<file path="src/rtl/fp32_mult_core.sv">
// Iterative IEEE-754 single-precision multiplier core: 24-cycle shift-add significand
// multiply, then normalize and round; raw result plus flags for the exception stage.
package fp32_mult_pkg;
   typedef enum logic [2:0] {
      IEEE_near, IEEE_zero, IEEE_pinf, IEEE_ninf, near_up, away_zero
   } round_values;
endpackage

module fp32_mult_core
   import fp32_mult_pkg::*;
#(
   parameter round_values round = IEEE_near
) (
   input  logic        clk,
   input  logic        rst,
   input  logic        in_valid,
   output logic        in_ready,
   input  logic [31:0] a,
   input  logic [31:0] b,
   output logic        out_valid,
   input  logic        out_ready,
   output logic [31:0] z_calc,
   output logic        overflow,
   output logic        underflow,
   output logic        inexact
);

   typedef enum logic [2:0] {S_IDLE, S_MULT, S_NORM, S_ROUND, S_DONE} state_t;

   state_t             r_state;
   logic               r_sign;
   logic               r_special;
   logic signed [9:0]  r_exp;
   logic [23:0]        r_ma;
   logic [23:0]        r_mb;
   logic [47:0]        r_acc;
   logic [4:0]         r_cnt;
   logic [22:0]        r_frac;
   logic               r_guard;
   logic               r_sticky;

   logic               w_inc;
   logic [23:0]        w_frac_inc;
   logic [22:0]        w_frac_rnd;
   logic signed [9:0]  w_exp_rnd;

   function automatic logic f_round_inc(input logic sign, input logic guard,
                                        input logic sticky, input logic lsb);
      logic inc;
      case (round)
         IEEE_near: inc = guard & (sticky | lsb);
         IEEE_zero: inc = 1'b0;
         IEEE_pinf: inc = ~sign & (guard | sticky);
         IEEE_ninf: inc = sign & (guard | sticky);
         near_up:   inc = guard;
         away_zero: inc = guard | sticky;
         default:   inc = 1'b0;
      endcase
      return inc;
   endfunction

   assign in_ready = (r_state == S_IDLE);

   // Rounding increment; a carry past bit 22 renormalizes into the exponent.
   always_comb begin
      w_inc      = f_round_inc(r_sign, r_guard, r_sticky, r_frac[0]);
      w_frac_inc = {1'b0, r_frac} + {23'b0, w_inc};
      w_frac_rnd = w_frac_inc[23] ? 23'b0 : w_frac_inc[22:0];
      w_exp_rnd  = w_frac_inc[23] ? r_exp + 10'sd1 : r_exp;
   end

   always_ff @(posedge clk) begin
      if (rst) begin
         r_state   <= S_IDLE;
         r_cnt     <= 5'd0;
         out_valid <= 1'b0;
         z_calc    <= 32'b0;
         overflow  <= 1'b0;
         underflow <= 1'b0;
         inexact   <= 1'b0;
      end else begin
         case (r_state)
            S_IDLE: begin
               if (in_valid) begin
                  r_sign    <= a[31] ^ b[31];
                  r_exp     <= $signed({2'b00, a[30:23]} + {2'b00, b[30:23]} - 10'd127);
                  r_ma      <= {1'b1, a[22:0]};
                  r_mb      <= {1'b1, b[22:0]};
                  r_acc     <= 48'b0;
                  r_cnt     <= 5'd0;
                  r_special <= (a[30:23] == 8'h00) || (a[30:23] == 8'hFF) ||
                               (b[30:23] == 8'h00) || (b[30:23] == 8'hFF);
                  r_state   <= S_MULT;
               end
            end
            S_MULT: begin
               if (r_mb[r_cnt])
                  r_acc <= r_acc + ({24'b0, r_ma} << r_cnt);
               r_cnt <= r_cnt + 5'd1;
               if (r_cnt == 5'd23)
                  r_state <= S_NORM;
            end
            S_NORM: begin
               if (r_acc[47]) begin
                  r_frac   <= r_acc[46:24];
                  r_guard  <= r_acc[23];
                  r_sticky <= |r_acc[22:0];
                  r_exp    <= r_exp + 10'sd1;
               end else begin
                  r_frac   <= r_acc[45:23];
                  r_guard  <= r_acc[22];
                  r_sticky <= |r_acc[21:0];
               end
               r_state <= S_ROUND;
            end
            S_ROUND: begin
               if (r_special) begin
                  z_calc    <= {r_sign, 31'b0};
                  overflow  <= 1'b0;
                  underflow <= 1'b0;
                  inexact   <= 1'b0;
               end else begin
                  z_calc    <= {r_sign, w_exp_rnd[7:0], w_frac_rnd};
                  overflow  <= (w_exp_rnd > 10'sd254);
                  underflow <= (w_exp_rnd < 10'sd1);
                  inexact   <= r_guard | r_sticky;
               end
               out_valid <= 1'b1;
               r_state   <= S_DONE;
            end
            S_DONE: begin
               if (out_ready) begin
                  out_valid <= 1'b0;
                  r_state   <= S_IDLE;
               end
            end
            default: r_state <= S_IDLE;
         endcase
      end
   end

endmodule

</file>
<file path="config.mk">
export PLATFORM = sky130hd
export DESIGN_NAME = fp32_mult_core
export DESIGN_NICKNAME = d
export VERILOG_FILES = /design/src/rtl/fp32_mult_core.sv
export SDC_FILE = /design/constraint.sdc
export NUM_CORES = 1
export LEC_CHECK = 0
export ABC_CLOCK_PERIOD_IN_PS = 6350
export CAP_MARGIN = 0
export CORE_ASPECT_RATIO = 1.2
export CORE_MARGIN = 3
export CORE_UTILIZATION = 59
export CTS_BUF_LIST = sky130_fd_sc_hd__clkbuf_16
export DETAILED_ROUTE_END_ITERATION = 12
export PLACE_DENSITY = 0.81
export SYNTH_ARGS = -nofsm -noshare
export SYNTH_HDL_FRONTEND = slang
export SYNTH_SLANG_ARGS = --single-unit
</file>
<file path="constraint.sdc">
create_clock -name clk -period 6.35 [get_ports clk]
set_input_delay 1.27 -clock clk [delete_from_list [all_inputs] [get_ports clk]]
set_output_delay 1.27 -clock clk [all_outputs]
set_load 0.1 [all_outputs]
</file>
==> metrics.txt, run 1 <==
status completed; Final Hold Fails 0; total negative setup slack 0 ps; area added between synthesis and finish 15.18%; layout net count 1460; RePlAce Congestion 0.9967; top cell type's share of synthesized area 32.91%; vias per cell 6.267; crit path capture type flip-flop; final setup fails 0; largest net degree at the start of global routing 51; ys flop type edfxtp_1; Worst Path Required 6530 ps; worst slew pin tran 1171 ps; post-detail-place hpwl 22400 um; crit path buf inv count 0; Critical Path, Cell by Cell mux4_2, nand2_1, nand2_1, o21ai_0, nor2_1, ha_1, a21oi_1, o21ai_0, a221oi_1, nand3_1, a211oi_1, or4_1, o21ai_0, mux2i_1; number of synthesized flops with an enable pin 131; Max Slew Vio Count 0; Core Area 19690 um2; syn_area_per_cell 9.426 um2; number of synthesized register bits 175; clk buf depth 2; PD cells 217.8 nW/um2; Cell variety after synth 67; CTS tree built; die height 161.9 um; critical path fanouts, max 37; startpoint types flip-flop; Synth Warn # 0; vias in the first global route 9641; htree depth 4; CP peak stage delay 920 ps; CTS Buf Count 17; first-pass GRT wire length 48270 um; Post-Layout Inst Area 13770 um2; Power, Total 2.998 mW; initial core utilization 60.71%; ys async rst share 0%; Lkg Pwr 4.995 nW; Post-Syn Nets 1404; Chip Width 135.9 um; Pre-antenna DRT Iters 6; routed wire length per instance 18.68 um; via count 10020; gr usage total 27.23%; max_cap viols 0; Final min period 5131 ps; Detailed Route WL 29860 um; # diodes 0; starting DRC count in detailed routing 867; post-CTS resize count 0; CP dominant cell by count o21ai_0; total die area 22010 um2; RSZ-0062 raised after global routing no; site row count 56; worst path arrival time 5310 ps; share of the yosys chip area belonging to registers 40.28%; crit share post-route 80.81%; top cell family by delay on the critical path compound AO/OA/AOI/OAI gates; Final Util 69.92%; Slowest-stage cell, CP dfxtp_2; post-CTS setup buffer count 0; synthesized instance count 1268; I/O pins 105; layout cell share with drive strength beyond 1 8.901%; post-route ant nets 0; Port Buf Inserts 104; cell area after synthesis 11950 um2; clock sink count 175; fmax 194.9 MHz; worst vdd ir 0.0002160 V; clock latency on the worst-skew pair 440 ps; initial antenna violation count 0; DP Area 13120 um2; Worst Hold Class reg2reg; ranking of synthesized cells by area edfxtp_1, dfxtp_1, ha_1; Final Skew 13.50 ps; clock slew at reported path FFs 80 ps; drt drc 0; Setup CP Type reg2reg; max_slew headroom 21.62%; total gr overflow 0; Filler cells 1501; clock root cell clkbuf_16; Post-CTS Hold Fix Bufs 0; Yosys top cell by area edfxtp_1
[kinds of logic (layout without fill, tap and decap cells)]
group                    after synthesis  count (layout)  share of synthesized area [%]
AO/OA/AOI/OAI                        314             314                          16.37
XOR/XNOR                              75              75                          5.496
adder cells (fa/ha/maj)               68              68                          7.244
buffers and inverters                108             177                          3.517
flip-flops                           175             175                          40.28
multiplexers                          91              91                          9.808
AND/OR/NAND/NOR                      437             437                          17.28
[path summary, 6_finish.rpt]
check                                start         end  slack, ps  depth (start not counted)
worst min register to register  z_calc[25]  z_calc[25]        470                          2
worst max-delay path              r_cnt[0]   r_acc[46]       1220                         14
worst max register to register    r_cnt[0]   r_acc[46]       1220                         14
worst min-delay path            z_calc[25]  z_calc[25]        470                          2
[sequential cells by signal, indices dropped and copies added (netlist names), 3 cells and up]
register  cells
r_acc        48
r_exp        10
z_calc       32
r_state       3
r_ma         23
r_frac       23
r_cnt         5
r_mb         23
[area by class of cell]
class	instances	area, um2	area share (%)
flip-flops and latches	175	4816	34.98
clock inverters	15	217.7	1.581
multi-input cells	985	6750	49.03
clock buffers	17	425.4	3.090
well taps	261	326.6	2.372
inverters	30	112.6	0.8180
repair buffers	115	1119	8.125
[per-layer routing]
layer | vias to the layer above | part of all wire [%] | track usage, %
met5 | - | 0 | 0
met4 | 0 | 2.5 | 8.983
met3 | 67 | 5.5 | 3.965
met2 | 402 | 52 | 48.96
met1 | 4703 | 40 | 33.49
li1 | 4843 | - | -
[cells in the final DEF (no fill, tap or decap), types with 7 or more instances in the layout]
master	count
edfxtp_1	131
nand2_1	101
a22oi_1	31
mux2_2	39
nand3_1	45
clkdlybuf4s50_1	103
o21ai_0	66
xor2_1	27
xnor2_1	48
nand2b_1	7
a31oi_1	11
a21oi_1	95
buf_4	11
clkbuf_16	17
nor3_1	30
inv_1	28
dfxtp_1	43
clkinv_8	8
and2_1	17
nand4_1	28
a211oi_1	11
ha_1	66
nor2_1	147
a21o_1	27
mux2i_1	35
mux4_2	17
o22ai_1	15
nor4_1	16
and3_1	7
o21bai_1	13
[report_power, final]
group | total (mW) | switching, mW | internal (mW)
combinational | 0.566 | 0.325 | 0.241
clock | 1.10 | 0.529 | 0.576
sequential | 1.33 | 0.0426 | 1.29
total | 3.00 | 0.896 | 2.10
[synthesized netlist by cell type, types with 7 or more instances]
library cell and instances:
nor2_1 148, edfxtp_1 131, nand2_1 101, a21oi_1 96
clkbuf_1 67, ha_1 66, o21ai_0 66, xnor2_1 48
nand3_1 45, dfxtp_1 44, mux2_2 39, mux2i_1 35
a22oi_1 31, nor3_1 31, inv_1 28, nand4_1 28
a21o_1 27, xor2_1 27, and2_1 17, mux4_2 17
nor4_1 17, o22ai_1 15, o21bai_1 13, a211oi_1 11
a31oi_1 11, and3_1 7, nand2b_1 7, nor2b_1 7
[worst reg2reg max path: stages (launching register included)]
cell      delay (ps)
dfxtp_2          920
mux4_2           640
nand2_1           80
nand2_1          120
o21ai_0          310
nor2_1            80
ha_1             400
a21oi_1          170
o21ai_0          230
a221oi_1         430
nand3_1          220
a211oi_1         730
or4_1            270
o21ai_0          120
mux2i_1          150
[metrics by stage]
step | std cells | worst slack (ps) | hold WS, ps
2_1_floorplan | 1268 | 579.2 | 452.5
5_1_grt | 1598 | 830.9 | 498.5
3_5_place_dp | 1566 | 1366 | 466.6
3_3_place_gp | 1566 | 1436 | 438.6
4_1_cts | 1598 | 1324 | 476.1
6_report | 1598 | 1219 | 467.3
(Power assumes the default switching activity.)
==> run 2: changes to the inputs <==
--- a/config.mk
+++ b/config.mk
@@ -5,7 +5,7 @@
 export SDC_FILE = /design/constraint.sdc
 export NUM_CORES = 1
 export LEC_CHECK = 0
-export ABC_CLOCK_PERIOD_IN_PS = 6350
+export ABC_CLOCK_PERIOD_IN_PS = 5000
 export CAP_MARGIN = 0
 export CORE_ASPECT_RATIO = 1.2
 export CORE_MARGIN = 3
==> constraint.sdc (replaced) <==
create_clock -name clk -period 5 [get_ports clk]
set_input_delay 1 -clock clk [delete_from_list [all_inputs] [get_ports clk]]
set_output_delay 1 -clock clk [all_outputs]
set_load 0.1 [all_outputs]
==> run 2 against run 1 <==
Compared with the run above:
- setup slack worse by 880 ps
- sequential power up 26%
- clock power up 30%
- fmax rose by 10%
- core utilization rose by 0.44 points
- count of clock-buffer cells in the layout stayed put
- wire length grew 3.1%
- power increased by 28%
- combinational power grew 29%
==> metrics.txt, run 2 (same netlist as run 1, synthesis figures left out) <==
clock root cell clkbuf_16 (unchanged); Chip Width 135.9 um (unchanged); r2r setup slk 340 ps (was 1220 ps); total negative setup slack 0 ps (unchanged); total gr overflow 0 (unchanged); area added between synthesis and finish 15.90% (was 15.18%); worst slew pin tran 1348 ps (was 1171 ps); post-CTS setup buffer count 0 (unchanged); RSZ-0062 raised after global routing no (unchanged); biggest regs r_acc (48), z_calc (32) (unchanged); htree depth 4 (unchanged); vias per cell 6.297 (was 6.267); Hold WS 472.3 ps (was 467.3 ps); Detailed Route WL 30770 um (was 29860 um); site row count 56 (unchanged); max_slew headroom 9.815% (was 21.62%); RePlAce Congestion 1.007 (was 0.9967); crit path capture type flip-flop (unchanged); critical path fanouts, max 31 (was 37); total die area 22010 um2 (unchanged); vias in the first global route 9778 (was 9641); clock latency on the worst-skew pair 450 ps (was 440 ps); max reg flops 48 (unchanged); Post-Layout Inst Area 13850 um2 (was 13770 um2); routed wire length per instance 19.13 um (was 18.68 um); CTS tree built (unchanged); worst vdd ir 0.0002593 V (was 0.0002160 V); clk buf depth 2 (unchanged); status completed (unchanged); layout net count 1470 (was 1460); gr usage total 28.31% (was 27.23%); Top reg by flops r_acc (unchanged); # diodes 0 (unchanged); Lkg Pwr 5.049 nW (was 4.995 nW); fmax 214.5 MHz (was 194.9 MHz); drt drc 0 (unchanged); layout cell share with drive strength beyond 1 9.651% (was 8.901%); Max Slew Vio Count 0 (unchanged); Core Area 19690 um2 (unchanged); Final min period 4661 ps (was 5131 ps); commonest non-fill, non-tap cell in the layout nor2_1 (unchanged); Power, Total 3.844 mW (was 2.998 mW); Worst Hold Class reg2reg (unchanged); via count 10130 (was 10020); post-route ant nets 0 (unchanged); I/O pins 105 (unchanged); starting DRC count in detailed routing 733 (was 867); Setup CP Type reg2reg (unchanged); PD cells 277.5 nW/um2 (was 217.8 nW/um2); initial core utilization 60.71% (unchanged); Final Hold Fails 0 (unchanged); DP Area 13210 um2 (was 13120 um2); most frequent cells in the layout nor2_1, edfxtp_1, clkdlybuf4s50_1 (unchanged); startpoint types flip-flop (unchanged); final setup fails 0 (unchanged); clock slew at reported path FFs 70 ps (was 80 ps); max_cap viols 0 (unchanged); die height 161.9 um (unchanged); Hold Path Stages 2 (unchanged); first-pass GRT wire length 49590 um (was 48270 um); initial antenna violation count 1 (was 0); worst path arrival time 4940 ps (was 5310 ps); CTS Buf Count 17 (unchanged); largest net degree at the start of global routing 51 (unchanged); Pre-antenna DRT Iters 5 (was 6); post-detail-place hpwl 23070 um (was 22400 um); clock sink count 175 (unchanged); Port Buf Inserts 104 (unchanged); Worst Path Required 5280 ps (was 6530 ps); crit share post-route 93.23% (was 80.81%); FF-to-FF path depth 13 (was 14); Final Skew 12.50 ps (was 13.50 ps)
## run 2: cell type report
cell class	count	area (um2)
flip-flops and latches	175	4820
clock buffers	17	425.4
well taps	261	326.6
fillers	1528	5836
clock inverters	15	219.0
multi-input cells	985	6756
repair buffers	125	1194
inverters	30	112.6
## run 2: worst max-delay path, stage by stage, from the launching register on
cell      delay [ps]
dfxtp_4          610
mux4_2           600
mux2i_1          340
mux2_2           280
o22ai_1          130
ha_1             430
nand2_1          110
o21ai_0          310
nor3b_1          320
a211oi_1         150
buf_4            170
or4_1            550
o21ai_0          240
mux2i_1          240
## run 2: what timing repair did
item                                    in CTS  in global routing
endpoints found under the setup margin       0                  5
resized for setup                            0                  3
hold buffers                                 0                  0
## run 2: power by group
part | leakage [nW] | switching [mW] | internal, mW
Sequential | 1.58 | 0.0522 | 1.63
Combinational | 3.16 | 0.416 | 0.314
Clock | 0.313 | 0.654 | 0.774
## run 2: final timing paths
kind / from / endpoint
setup / recovery: r_cnt[0] / r_acc[46]
hold / removal: z_calc[25] / z_calc[25]
hold reg to reg: z_calc[25] / z_calc[25]
setup reg to reg: r_cnt[0] / r_acc[46]
## run 2: metal layers
metal  global-route usage, %  vias up  routed length [um]
li1                        -     4853                   -
met1                   34.11     4820               12240
met2                   50.36      362               15660
met3                   4.864       88                1745
met4                   10.91        2                1104
met5                       0        -                  17
## run 2: per-stage QoR
step                      setup WS, ps  instances  utilization (%)
final                            338.6       1608            70.36
after global routing             91.37       1608            70.36
after CTS                        78.49       1608            70.34
after detailed placement         126.7       1576            67.07
after global placement           214.6       1576            67.07
after floorplan                  29.19       1268                -
==> run 3: changes to the inputs <==
--- a/config.mk
+++ b/config.mk
@@ -13,6 +13,7 @@
 export CTS_BUF_LIST = sky130_fd_sc_hd__clkbuf_16
 export DETAILED_ROUTE_END_ITERATION = 12
 export PLACE_DENSITY = 0.81
+export REMOVE_ABC_BUFFERS = 1
 export SYNTH_ARGS = -nofsm -noshare
 export SYNTH_HDL_FRONTEND = slang
 export SYNTH_SLANG_ARGS = --single-unit
==> run 3 against run 2 <==
Compared with the run above:
- final cell count rose by 0.50%
- largest cell class unchanged
- first-iteration DRC count down 8.3%
- die area unchanged
- power down 2.9%
- sequential share of layout area hardly changed
- clock skew is 7.5 ps higher
- setup slack worse by 49 ps
- critical path depth grew 3
- via count shrank 0.66%
- flip-flop and latch count stayed put
==> metrics.txt, run 3 (same netlist as run 1, synthesis figures left out) <==
status completed (unchanged); layout cell share with drive strength beyond 1 10.11% (was 9.651%); PD cells 269.5 nW/um2 (was 277.5 nW/um2); largest net degree at the start of global routing 45 (was 51); Lkg Pwr 5.058 nW (was 5.049 nW); # diodes 0 (unchanged); I/O pins 105 (unchanged); startpoint types flip-flop (unchanged); max_cap viols 0 (unchanged); area added between synthesis and finish 15.88% (was 15.90%); Sequential Power Share 45.0% (was 43.8%); post-CTS setup buffer count 0 (unchanged); worst path arrival time 5000 ps (was 4940 ps); CTS Buf Count 17 (unchanged); first-pass GRT wire length 49730 um (was 49590 um); Critical Path, Cell by Cell buf_12, mux4_2, nand2_1, nand2_1, o21ai_0, nor2_1, ha_1, nand2_1, o21ai_0, a221oi_1, nand3_1, a211oi_1, buf_4, or4_1, o21ai_0, mux2i_1 (was mux4_2, mux2i_1, mux2_2, o22ai_1, ha_1, nand2_1, o21ai_0, nor3b_1, a211oi_1, buf_4, or4_1, o21ai_0, mux2i_1); RR Endpoint r_acc[46] (unchanged); Pre-antenna DRT Iters 5 (unchanged); Top reg by flops r_acc (unchanged); worst vdd ir 0.0002304 V (was 0.0002593 V); max reg flops 48 (unchanged); Max Slew Vio Count 0 (unchanged); total die area 22010 um2 (unchanged); Core Area 19690 um2 (unchanged); worst slew pin tran 1270 ps (was 1348 ps); min-delay src z_calc[25] (unchanged); most frequent cells in the layout nor2_1, edfxtp_1, clkdlybuf4s50_1 (unchanged); internal power 2.616 mW (was 2.721 mW); Hold WS 458.8 ps (was 472.3 ps); gr usage total 28.41% (was 28.31%); commonest non-fill, non-tap cell in the layout nor2_1 (unchanged); FF-to-FF path depth 16 (was 13); critical path fanouts, max 28 (was 31); Chip Width 135.9 um (unchanged); CP peak stage delay 570 ps (was 610 ps); RSZ-0062 raised after global routing no (unchanged); r2r setup slk 290 ps (was 340 ps); combinational power share 19.9% (was 19.0%); Worst Hold Class reg2reg (unchanged); clock root cell clkbuf_16 (unchanged); Detailed Route WL 30910 um (was 30770 um); post-detail-place hpwl 23650 um (was 23070 um); Setup CP Type reg2reg (unchanged); top cell family by delay on the critical path compound AO/OA/AOI/OAI gates (was multiplexers); drt drc 0 (unchanged); RePlAce Congestion 0.9888 (was 1.007); vias in the first global route 9795 (was 9778); routed wire length per instance 19.13 um (about the same); reg2reg start r_cnt[0] (unchanged); crit path capture type flip-flop (unchanged); layout net count 1478 (was 1470); switching pwr 1.117 mW (was 1.123 mW); die height 161.9 um (unchanged); Worst Path Required 5280 ps (about the same); CTS tree built (unchanged); initial antenna violation count 0 (was 1); clk buf depth 2 (unchanged); Port Buf Inserts 104 (unchanged); site row count 56 (unchanged); Sw Share 29.92% (was 29.21%); Slowest-stage cell, CP or4_1 (was dfxtp_4); Final min period 4711 ps (was 4661 ps); critical path depth 16 (was 13); Power, Total 3.733 mW (was 3.844 mW); Clk pwr share 35.1% (was 37.2%); clock latency on the worst-skew pair 450 ps (about the same); crit path buf inv count 2 (was 1); vias per cell 6.224 (was 6.297); biggest regs r_acc (48), z_calc (32) (unchanged); final setup fails 0 (unchanged); crit share post-route 94.22% (was 93.23%); clock sink count 175 (unchanged); Final Hold Fails 0 (unchanged); htree depth 4 (unchanged); initial core utilization 60.71% (unchanged); total gr overflow 0 (unchanged); Hold Path Stages 2 (unchanged); starting DRC count in detailed routing 672 (was 733); via count 10060 (was 10130); clock slew at reported path FFs 80 ps (was 70 ps); Hold Crit Endpoint z_calc[25] (unchanged); max_slew headroom 15.00% (was 9.815%); fmax 212.3 MHz (was 214.5 MHz); post-route ant nets 0 (unchanged); Final Skew 19.99 ps (was 12.50 ps)
## run 3: worst max-delay path by stage
stage,start,endpoint
after floorplan,r_state[1],r_acc[0]
after global placement,r_cnt[1],r_acc[46]
final,r_cnt[0],r_acc[46]
after detailed placement,r_cnt[1],r_acc[46]
after global routing,r_cnt[0],r_acc[46]
after CTS,r_cnt[1],r_acc[46]
## run 3: power groups by stage
stage	combinational [mW]	sequential [mW]	clock, mW
after floorplan	0.493	1.71	0
after global placement	0.724	1.71	0
after detailed placement	0.731	1.71	0
after CTS	0.736	1.68	1.31
after global routing	0.819	1.69	1.38
final	0.743	1.68	1.31
## run 3: layer usage
metal | share of wire [%] | up-vias | GRT usage (%)
met5 | 0 | - | 0
met4 | 3.3 | 0 | 10.72
met3 | 5.6 | 64 | 4.368
met2 | 51 | 348 | 50.16
met1 | 40 | 4775 | 34.99
li1 | - | 4871 | -
## run 3: repair_timing
action / 4_1_cts / 5_1_grt
setup endpoints to repair: 0 / 4
resized for setup: 0 / 1
hold buffers: 0 / 0
hold endpoints to repair: 0 / 0
## run 3: worst register-to-register path: cells and delay by family, from the launching register on
family / cells / cell delay (ps)
flops: 1 / 370
fa+ha+maj: 1 / 430
mux: 2 / 770
buf+inv: 2 / 360
compound gates: 5 / 1450
simple gates: 6 / 1180
## run 3: stage by stage
step / setup TNS, ps / std cells / utilization (%) / worst slack [ps] / cell area [um2]
floorplan: -49450 / 1190 / - / -672.2 / 11640
global placement: 0 / 1584 / 67.41 / 193.1 / 13270
detailed placement: 0 / 1584 / 67.41 / 234.7 / 13270
CTS: 0 / 1616 / 70.34 / 183.7 / 13850
global route: 0 / 1616 / 70.35 / 80.86 / 13850
finish: 0 / 1616 / 70.35 / 289.1 / 13850
## run 3: layout make-up
type,instances,area [um2]
timing repair buffer,133,1266
sequential,175,4817
inverter,30,112.6
tap,261,326.6
clock inverter,15,152.6
multi-input combinational,985,6750
clock buffer,17,425.4
fill,1504,5838
